===== config.mk =====
export PLATFORM = sky130hd
export DESIGN_NAME = id_ex_ctrl_stage_flat
export DESIGN_NICKNAME = d
export VERILOG_FILES = /design/src/rtl/id_ex_ctrl_if.sv /design/src/rtl/id_ex_ctrl_stage.sv /design/src/flat_wrapper.sv
export SDC_FILE = /design/constraint.sdc
export NUM_CORES = 1
export LEC_CHECK = 0
export CELL_PAD_IN_SITES_DETAIL_PLACEMENT = 2
export CELL_PAD_IN_SITES_GLOBAL_PLACEMENT = 2
export CORE_UTILIZATION = 30
export CTS_CLUSTER_SIZE = 28
export DETAILED_ROUTE_END_ITERATION = 10
export PLACE_DENSITY_LB_ADDON = 0.1
export SYNTH_ARGS = -nofsm -noshare
export SYNTH_HDL_FRONTEND = slang
export SYNTH_SLANG_ARGS = --single-unit
export TNS_END_PERCENT = 1

===== constraint.sdc =====
create_clock -name clk -period 4 [get_ports clk]
set_input_delay 0.4 -clock clk [delete_from_list [all_inputs] [get_ports clk]]
set_output_delay 0.4 -clock clk [all_outputs]
set_load 0.01 [all_outputs]

===== src/rtl/id_ex_ctrl_if.sv =====
// ID/EX control-stage bus: decoder bundle and register fields in, registered EX bundle,
// stall, sticky illegal flag and event counters out.
interface id_ex_ctrl_if #(parameter int CNT_W = 16);
  logic             id_valid;
  logic [5:0]       id_opcode;
  logic [4:0]       id_rs;
  logic [4:0]       id_rt;
  logic [4:0]       id_rd;
  logic             id_RegDst;
  logic             id_ALUSrc;
  logic             id_MemtoReg;
  logic             id_RegWrite;
  logic             id_MemRead;
  logic             id_MemWrite;
  logic             id_Branch;
  logic [1:0]       id_ALUOp;
  logic             flush;
  logic             stall;
  logic             ex_valid;
  logic             ex_RegDst;
  logic             ex_ALUSrc;
  logic             ex_MemtoReg;
  logic             ex_RegWrite;
  logic             ex_MemRead;
  logic             ex_MemWrite;
  logic             ex_Branch;
  logic [1:0]       ex_ALUOp;
  logic [4:0]       ex_rs;
  logic [4:0]       ex_rt;
  logic [4:0]       ex_rd;
  logic             illegal;
  logic [CNT_W-1:0] stall_cnt;
  logic [CNT_W-1:0] flush_cnt;

  modport master (
    output id_valid, id_opcode, id_rs, id_rt, id_rd,
           id_RegDst, id_ALUSrc, id_MemtoReg, id_RegWrite,
           id_MemRead, id_MemWrite, id_Branch, id_ALUOp, flush,
    input  stall, ex_valid, ex_RegDst, ex_ALUSrc, ex_MemtoReg, ex_RegWrite,
           ex_MemRead, ex_MemWrite, ex_Branch, ex_ALUOp, ex_rs, ex_rt, ex_rd,
           illegal, stall_cnt, flush_cnt
  );

  modport slave (
    input  id_valid, id_opcode, id_rs, id_rt, id_rd,
           id_RegDst, id_ALUSrc, id_MemtoReg, id_RegWrite,
           id_MemRead, id_MemWrite, id_Branch, id_ALUOp, flush,
    output stall, ex_valid, ex_RegDst, ex_ALUSrc, ex_MemtoReg, ex_RegWrite,
           ex_MemRead, ex_MemWrite, ex_Branch, ex_ALUOp, ex_rs, ex_rt, ex_rd,
           illegal, stall_cnt, flush_cnt
  );
endinterface


===== src/rtl/id_ex_ctrl_stage.sv =====
// ID/EX pipeline register for the decoder control bundle with load-use hazard detection,
// bubble insertion on hazard/flush/illegal opcode, and saturating stall/flush counters.
module id_ex_ctrl_stage #(
  parameter int CNT_W = 16
) (
  input  logic         clk,
  input  logic         rst_n,
  id_ex_ctrl_if.slave  bus
);

  localparam logic [5:0] OP_RTYPE = 6'b000000;
  localparam logic [5:0] OP_LW    = 6'b100011;
  localparam logic [5:0] OP_SW    = 6'b101011;
  localparam logic [5:0] OP_BEQ   = 6'b000100;

  // Bundle layout: [8]RegDst [7]ALUSrc [6]MemtoReg [5]RegWrite [4]MemRead [3]MemWrite [2]Branch [1:0]ALUOp
  function automatic logic [8:0] f_clean9(input logic [8:0] v);
    for (int i = 0; i < 9; i++) f_clean9[i] = (v[i] === 1'b1) ? 1'b1 : 1'b0;
  endfunction

  function automatic logic [5:0] f_clean6(input logic [5:0] v);
    for (int i = 0; i < 6; i++) f_clean6[i] = (v[i] === 1'b1) ? 1'b1 : 1'b0;
  endfunction

  function automatic logic [4:0] f_clean5(input logic [4:0] v);
    for (int i = 0; i < 5; i++) f_clean5[i] = (v[i] === 1'b1) ? 1'b1 : 1'b0;
  endfunction

  logic             w_valid;
  logic             w_flush;
  logic [5:0]       w_op;
  logic [4:0]       w_rs;
  logic [4:0]       w_rt;
  logic [4:0]       w_rd;
  logic [8:0]       w_ctrl;
  logic [8:0]       w_ctrl_san;
  logic             w_supported;
  logic             w_uses_rt;
  logic             w_hz;
  logic             w_stall;
  logic             w_bubble;

  logic             r_valid;
  logic [8:0]       r_ctrl;
  logic [4:0]       r_rs;
  logic [4:0]       r_rt;
  logic [4:0]       r_rd;
  logic             r_illegal;
  logic [CNT_W-1:0] r_stall_cnt;
  logic [CNT_W-1:0] r_flush_cnt;

  // X/Z on any ID input collapses to 0 so EX only ever sees defined values.
  assign w_valid = (bus.id_valid === 1'b1) ? 1'b1 : 1'b0;
  assign w_flush = (bus.flush === 1'b1) ? 1'b1 : 1'b0;
  assign w_op    = f_clean6(bus.id_opcode);
  assign w_rs    = f_clean5(bus.id_rs);
  assign w_rt    = f_clean5(bus.id_rt);
  assign w_rd    = f_clean5(bus.id_rd);
  assign w_ctrl  = f_clean9({bus.id_RegDst, bus.id_ALUSrc, bus.id_MemtoReg, bus.id_RegWrite,
                             bus.id_MemRead, bus.id_MemWrite, bus.id_Branch, bus.id_ALUOp});

  // Opcode classification: which opcodes are legal and which read rt.
  always_comb begin
    w_supported = 1'b0;
    w_uses_rt   = 1'b0;
    case (w_op)
      OP_RTYPE: begin w_supported = 1'b1; w_uses_rt = 1'b1; end
      OP_LW:    begin w_supported = 1'b1; w_uses_rt = 1'b0; end
      OP_SW:    begin w_supported = 1'b1; w_uses_rt = 1'b1; end
      OP_BEQ:   begin w_supported = 1'b1; w_uses_rt = 1'b1; end
      default:  begin w_supported = 1'b0; w_uses_rt = 1'b0; end
    endcase
  end

  // Hazard, stall and bubble decision plus RegWrite-dependent sanitising.
  always_comb begin
    w_ctrl_san = w_ctrl;
    if (w_ctrl[5] == 1'b0) begin
      w_ctrl_san[8] = 1'b0;
      w_ctrl_san[6] = 1'b0;
    end else begin
      w_ctrl_san = w_ctrl;
    end
    w_hz     = r_valid & r_ctrl[4] & (r_rt != 5'd0) & w_valid &
               ((r_rt == w_rs) | (w_uses_rt & (r_rt == w_rt)));
    w_stall  = w_hz & ~w_flush;
    w_bubble = w_flush | w_hz | ~w_valid | ~w_supported;
  end

  // EX-stage register: bubble or sanitised ID bundle; illegal is sticky until reset.
  always_ff @(posedge clk or negedge rst_n) begin
    if (!rst_n) begin
      r_valid   <= 1'b0;
      r_ctrl    <= 9'd0;
      r_rs      <= 5'd0;
      r_rt      <= 5'd0;
      r_rd      <= 5'd0;
      r_illegal <= 1'b0;
    end else begin
      if (w_bubble) begin
        r_valid <= 1'b0;
        r_ctrl  <= 9'd0;
        r_rs    <= 5'd0;
        r_rt    <= 5'd0;
        r_rd    <= 5'd0;
      end else begin
        r_valid <= 1'b1;
        r_ctrl  <= w_ctrl_san;
        r_rs    <= w_rs;
        r_rt    <= w_rt;
        r_rd    <= w_rd;
      end
      if (w_valid && !w_supported) r_illegal <= 1'b1;
      else                         r_illegal <= r_illegal;
    end
  end

  // Saturating event counters.
  always_ff @(posedge clk or negedge rst_n) begin
    if (!rst_n) begin
      r_stall_cnt <= {CNT_W{1'b0}};
      r_flush_cnt <= {CNT_W{1'b0}};
    end else begin
      if (w_stall && (r_stall_cnt != {CNT_W{1'b1}}))
        r_stall_cnt <= r_stall_cnt + {{(CNT_W-1){1'b0}}, 1'b1};
      else
        r_stall_cnt <= r_stall_cnt;
      if (w_flush && (r_flush_cnt != {CNT_W{1'b1}}))
        r_flush_cnt <= r_flush_cnt + {{(CNT_W-1){1'b0}}, 1'b1};
      else
        r_flush_cnt <= r_flush_cnt;
    end
  end

  assign bus.stall       = w_stall;
  assign bus.ex_valid    = r_valid;
  assign bus.ex_RegDst   = r_ctrl[8];
  assign bus.ex_ALUSrc   = r_ctrl[7];
  assign bus.ex_MemtoReg = r_ctrl[6];
  assign bus.ex_RegWrite = r_ctrl[5];
  assign bus.ex_MemRead  = r_ctrl[4];
  assign bus.ex_MemWrite = r_ctrl[3];
  assign bus.ex_Branch   = r_ctrl[2];
  assign bus.ex_ALUOp    = r_ctrl[1:0];
  assign bus.ex_rs       = r_rs;
  assign bus.ex_rt       = r_rt;
  assign bus.ex_rd       = r_rd;
  assign bus.illegal     = r_illegal;
  assign bus.stall_cnt   = r_stall_cnt;
  assign bus.flush_cnt   = r_flush_cnt;

endmodule


===== src/flat_wrapper.sv =====
// flat-port wrapper written by rule: the top's interface ports become plain ports
module id_ex_ctrl_stage_flat 
#(
  parameter int CNT_W = 16
)
  (clk, rst_n, bus_id_valid, bus_id_opcode, bus_id_rs, bus_id_rt, bus_id_rd, bus_id_RegDst, bus_id_ALUSrc, bus_id_MemtoReg, bus_id_RegWrite, bus_id_MemRead, bus_id_MemWrite, bus_id_Branch, bus_id_ALUOp, bus_flush, bus_stall, bus_ex_valid, bus_ex_RegDst, bus_ex_ALUSrc, bus_ex_MemtoReg, bus_ex_RegWrite, bus_ex_MemRead, bus_ex_MemWrite, bus_ex_Branch, bus_ex_ALUOp, bus_ex_rs, bus_ex_rt, bus_ex_rd, bus_illegal, bus_stall_cnt, bus_flush_cnt);
  id_ex_ctrl_if #(.CNT_W(CNT_W)) bus_i ();
  input  logic clk;
  input  logic rst_n;
  input wire logic [$bits(bus_i.id_valid)-1:0] bus_id_valid;
  input wire logic [$bits(bus_i.id_opcode)-1:0] bus_id_opcode;
  input wire logic [$bits(bus_i.id_rs)-1:0] bus_id_rs;
  input wire logic [$bits(bus_i.id_rt)-1:0] bus_id_rt;
  input wire logic [$bits(bus_i.id_rd)-1:0] bus_id_rd;
  input wire logic [$bits(bus_i.id_RegDst)-1:0] bus_id_RegDst;
  input wire logic [$bits(bus_i.id_ALUSrc)-1:0] bus_id_ALUSrc;
  input wire logic [$bits(bus_i.id_MemtoReg)-1:0] bus_id_MemtoReg;
  input wire logic [$bits(bus_i.id_RegWrite)-1:0] bus_id_RegWrite;
  input wire logic [$bits(bus_i.id_MemRead)-1:0] bus_id_MemRead;
  input wire logic [$bits(bus_i.id_MemWrite)-1:0] bus_id_MemWrite;
  input wire logic [$bits(bus_i.id_Branch)-1:0] bus_id_Branch;
  input wire logic [$bits(bus_i.id_ALUOp)-1:0] bus_id_ALUOp;
  input wire logic [$bits(bus_i.flush)-1:0] bus_flush;
  output wire logic [$bits(bus_i.stall)-1:0] bus_stall;
  output wire logic [$bits(bus_i.ex_valid)-1:0] bus_ex_valid;
  output wire logic [$bits(bus_i.ex_RegDst)-1:0] bus_ex_RegDst;
  output wire logic [$bits(bus_i.ex_ALUSrc)-1:0] bus_ex_ALUSrc;
  output wire logic [$bits(bus_i.ex_MemtoReg)-1:0] bus_ex_MemtoReg;
  output wire logic [$bits(bus_i.ex_RegWrite)-1:0] bus_ex_RegWrite;
  output wire logic [$bits(bus_i.ex_MemRead)-1:0] bus_ex_MemRead;
  output wire logic [$bits(bus_i.ex_MemWrite)-1:0] bus_ex_MemWrite;
  output wire logic [$bits(bus_i.ex_Branch)-1:0] bus_ex_Branch;
  output wire logic [$bits(bus_i.ex_ALUOp)-1:0] bus_ex_ALUOp;
  output wire logic [$bits(bus_i.ex_rs)-1:0] bus_ex_rs;
  output wire logic [$bits(bus_i.ex_rt)-1:0] bus_ex_rt;
  output wire logic [$bits(bus_i.ex_rd)-1:0] bus_ex_rd;
  output wire logic [$bits(bus_i.illegal)-1:0] bus_illegal;
  output wire logic [$bits(bus_i.stall_cnt)-1:0] bus_stall_cnt;
  output wire logic [$bits(bus_i.flush_cnt)-1:0] bus_flush_cnt;
  assign bus_i.id_valid = bus_id_valid;
  assign bus_i.id_opcode = bus_id_opcode;
  assign bus_i.id_rs = bus_id_rs;
  assign bus_i.id_rt = bus_id_rt;
  assign bus_i.id_rd = bus_id_rd;
  assign bus_i.id_RegDst = bus_id_RegDst;
  assign bus_i.id_ALUSrc = bus_id_ALUSrc;
  assign bus_i.id_MemtoReg = bus_id_MemtoReg;
  assign bus_i.id_RegWrite = bus_id_RegWrite;
  assign bus_i.id_MemRead = bus_id_MemRead;
  assign bus_i.id_MemWrite = bus_id_MemWrite;
  assign bus_i.id_Branch = bus_id_Branch;
  assign bus_i.id_ALUOp = bus_id_ALUOp;
  assign bus_i.flush = bus_flush;
  assign bus_stall = bus_i.stall;
  assign bus_ex_valid = bus_i.ex_valid;
  assign bus_ex_RegDst = bus_i.ex_RegDst;
  assign bus_ex_ALUSrc = bus_i.ex_ALUSrc;
  assign bus_ex_MemtoReg = bus_i.ex_MemtoReg;
  assign bus_ex_RegWrite = bus_i.ex_RegWrite;
  assign bus_ex_MemRead = bus_i.ex_MemRead;
  assign bus_ex_MemWrite = bus_i.ex_MemWrite;
  assign bus_ex_Branch = bus_i.ex_Branch;
  assign bus_ex_ALUOp = bus_i.ex_ALUOp;
  assign bus_ex_rs = bus_i.ex_rs;
  assign bus_ex_rt = bus_i.ex_rt;
  assign bus_ex_rd = bus_i.ex_rd;
  assign bus_illegal = bus_i.illegal;
  assign bus_stall_cnt = bus_i.stall_cnt;
  assign bus_flush_cnt = bus_i.flush_cnt;
  id_ex_ctrl_stage #(.CNT_W(CNT_W)) u_core (.clk(clk), .rst_n(rst_n), .bus(bus_i));
endmodule

==> reports/results.tsv <==
stage	metric	value	unit
drt	avgRoutedWirePerCell	15.8	um
worst_setup_path	timing.rr.end	u_core.bus.stall_cnt[1]	
synthesis	async_flop_share	100	%
worst_setup_path	worst-path-max-fanout	7	
drt	wirelength	6.79	mm
worst_setup_path	crit_required	3.60	ns
worst_setup_path	arrival	2.63	ns
clocking	h-tree-depth	3	
placed_design	dp_hpwl	5.10	mm
synthesis	synth_top_area_cell	dfrtp_1	
floorplan	core_area	8300	um2
synthesis	yosysUniqueCellTypes	34	
floorplan	die-area	9010	um2
floorplan	start_util	31.2	%
run_status	status	complete, no violations	
drt	first_iter_violations	30	
timing	relSlewSlack	63.9	%
worst_setup_path	endpoint_kind	output port	
synthesis	netlist_area	2590	um2
pwr	p_leak	1.71	nW
synthesis	synth_ff_type	dfrtp_1	
worst_setup_path	worstRegToRegCells	6	
timing	post-route-period-util	75.8	%
worst_setup_path	r2r_setup_slack	1.64	ns
synthesis	synth_edf_count	0	
worst_setup_path	worst_setup_path_start_kind	primary input	
timing	setup_viol	0	
timing	worst_slew_pin_slew	0.541	ns
floorplan	rows	33	
drt	vias	2005	
drt	post-route-drc-count	0	
synthesis	yosysMostFrequentCell	dfrtp_1	
placed_design	gp_congestion	0.706	
floorplan	die_x	94.9	um
hold_path	hp-start	u_core.bus.stall_cnt[11]	
timing	slew_violations	0	
synthesis	synth_top_area_share	56.0	%
timing	tns	0	ns
placed_design	portBuffers	92	
timing	skew	0.00835	ns
timing	min_period	3.03	ns
layout	area_growth	49.0	%
synthesis	syn_area_per_cell	11.9	um2
synthesis	yosys_warnings	0	
synthesis	seq_area_frac_synth	56.0	%
pwr	finalPower	0.00149	W
global_route	grt_antenna_before_repair	0	
layout	postLayoutCoreUtil	46.5	%
synthesis	synth_common_cells	58 x dfrtp_1, 20 x xor2_1, 19 x xnor2_1	
hold_path	min_path_type	reg2reg	
synthesis	syn_nets	253	
floorplan	ios	93	
layout	layout-drive-gt1-share	12.3	%
worst_setup_path	r2r-start	u_core.bus.stall_cnt[0]	
clocking	clk_pin_slew	0.06	ns
global_route	overflow	0	
worst_setup_path	critPathKind	in2out	
floorplan	die_h	94.9	um
clocking	cts_buffers	9	
timing	hold_viol	0	
global_route	grt_use_total	17.0	%
layout	antennaDiodeCount	0	
timing	rsz0062_at_grt	false	
drt	routed_via_density	4.67	
global_route	grt_max_degree	42	
pwr	vdd_drop_max	0.162	mV
synthesis	yosys-top-cells-area	dfrtp_1 56%, xor2_1 6.8%, xnor2_1 6.4%, and2_1 3.4%, and2_4 2.7%	
layout	nets	356	
run	drv_cap	0	
clocking	cts-root-buf	clkbuf_8	
synthesis	synth-seq-cells	58	
global_route	first_global_vias	2169	
clocking	clock_latency	0.33	ns
global_route	grt_pass1_wl	11.4	mm
synthesis	syn_inst	217	
clocking	cts_tree	done	
hold_path	hold_end	u_core.bus.stall_cnt[11]	
clocking	clock_path_buffers	2	
hold_path	hold_path_depth	1	
drt	drt_first_pass_iters	2	
drt	ant_nets	0	
timing	clock.fmax	330	MHz
clocking	cts.sinks	58	
pwr	power_density	387	nW/um2
## cells in the final DEF, fill, tap and decap left out, types with 2 or more instances in the layout
cell type | synthesis | final
ha_1 | 2 | 2
nor2_1 | 15 | 15
a21oi_1 | 2 | 2
and2_4 | 8 | 8
clkinvlp_4 | 0 | 2
clkdlybuf4s50_1 | 0 | 91
dfrtp_1 | 58 | 58
and3_1 | 5 | 5
nand2_1 | 11 | 11
xor2_1 | 20 | 20
nand3_1 | 14 | 14
and2_1 | 14 | 14
clkbuf_8 | 0 | 11
nor3_2 | 4 | 4
nand4_1 | 11 | 11
o21a_1 | 2 | 2
bufinv_16 | 0 | 2
mux2_2 | 2 | 2
inv_1 | 6 | 6
nor3_1 | 6 | 6
xnor2_1 | 19 | 19
## state kept, by name (all words and copies together) (netlist names)
signal	flops
u_core.bus.illegal	1
u_core.bus.ex_rd	5
u_core.r_ctrl	9
u_core.bus.stall_cnt	16
u_core.bus.ex_rt	5
u_core.bus.ex_valid	1
u_core.bus.ex_rs	5
u_core.bus.flush_cnt	16
## cell type report
class                      instances  area (um2)
fill                             883        4440
inverter                           7        26.3
clock buffer                      11         151
tap                              105         131
timing repair buffer              94         933
multi-input combinational        150        1090
clock inverter                     4        75.1
sequential                        58        1450
## stage by stage
| stage | cell area, um2 | setup slack [ns] | hold slack [ns] | std cells |
|---|---|---|---|---|
| final | 3860 | 0.969 | 0.492 | 429 |
| after global routing | 3860 | 0.831 | 0.518 | 429 |
| after CTS | 3860 | 0.934 | 0.499 | 429 |
| after detailed placement | 3620 | 0.941 | 0.361 | 413 |
| after global placement | 3620 | 1.03 | 0.354 | 413 |
| after floorplan | 2590 | 1.91 | 0.104 | 217 |
## critical path, stage by stage
cell and delay, ns:
clkdlybuf4s50_1 0.43, or4_4 0.56, o21ai_2 0.08, nor4b_4 0.38, o21ai_4 0.15, inv_1 0.08, clkdlybuf4s50_1 0.54
## where the power goes
| part | internal (W) | switching (W) | total, W |
|---|---|---|---|
| Sequential | 0.000622 | 0.0000511 | 0.000673 |
| Clock | 0.000381 | 0.000229 | 0.000610 |
| Combinational | 0.000128 | 0.0000830 | 0.000211 |
| Total | 0.00113 | 0.000363 | 0.00149 |
## per-layer routing
layer	vias to the layer above	global-route usage, %	part of all wire (%)
li1	940	-	-
met5	-	0	0
met4	0	4.17	0.50
met2	66	27.1	48
met1	995	21.1	44
met3	4	7.25	7.4
## how the worst max path moves through the flow
stage	depth (start not counted)	start	endpoint
5_1_grt	7	bus_id_opcode[1]	bus_stall
4_1_cts	7	bus_id_opcode[1]	bus_stall
3_5_place_dp	7	bus_id_opcode[1]	bus_stall
2_1_floorplan	6	u_core.bus.stall_cnt[0]	u_core.bus.stall_cnt[1]
3_3_place_gp	7	bus_id_opcode[1]	bus_stall
6_report	7	bus_id_opcode[1]	bus_stall
## kinds of logic after synthesis
logic type	synth area share, %
AOI/OAI and AO/OA	3.91
xor gates and xnor gates	13.2
and+or+nand+nor	23.1
muxes	0.870
DFF	56.0
adders and majority gates	0.966
buffers and inverters	1.88
## repair_timing
item | CTS | global route
setup buffers | 0 | 0
endpoints found under the setup margin | 0 | 0
hold buffers | 1 | 0
endpoints found under the hold margin | 12 | 0
resized for setup | 0 | 0
Power figures use the tool's default switching activity.
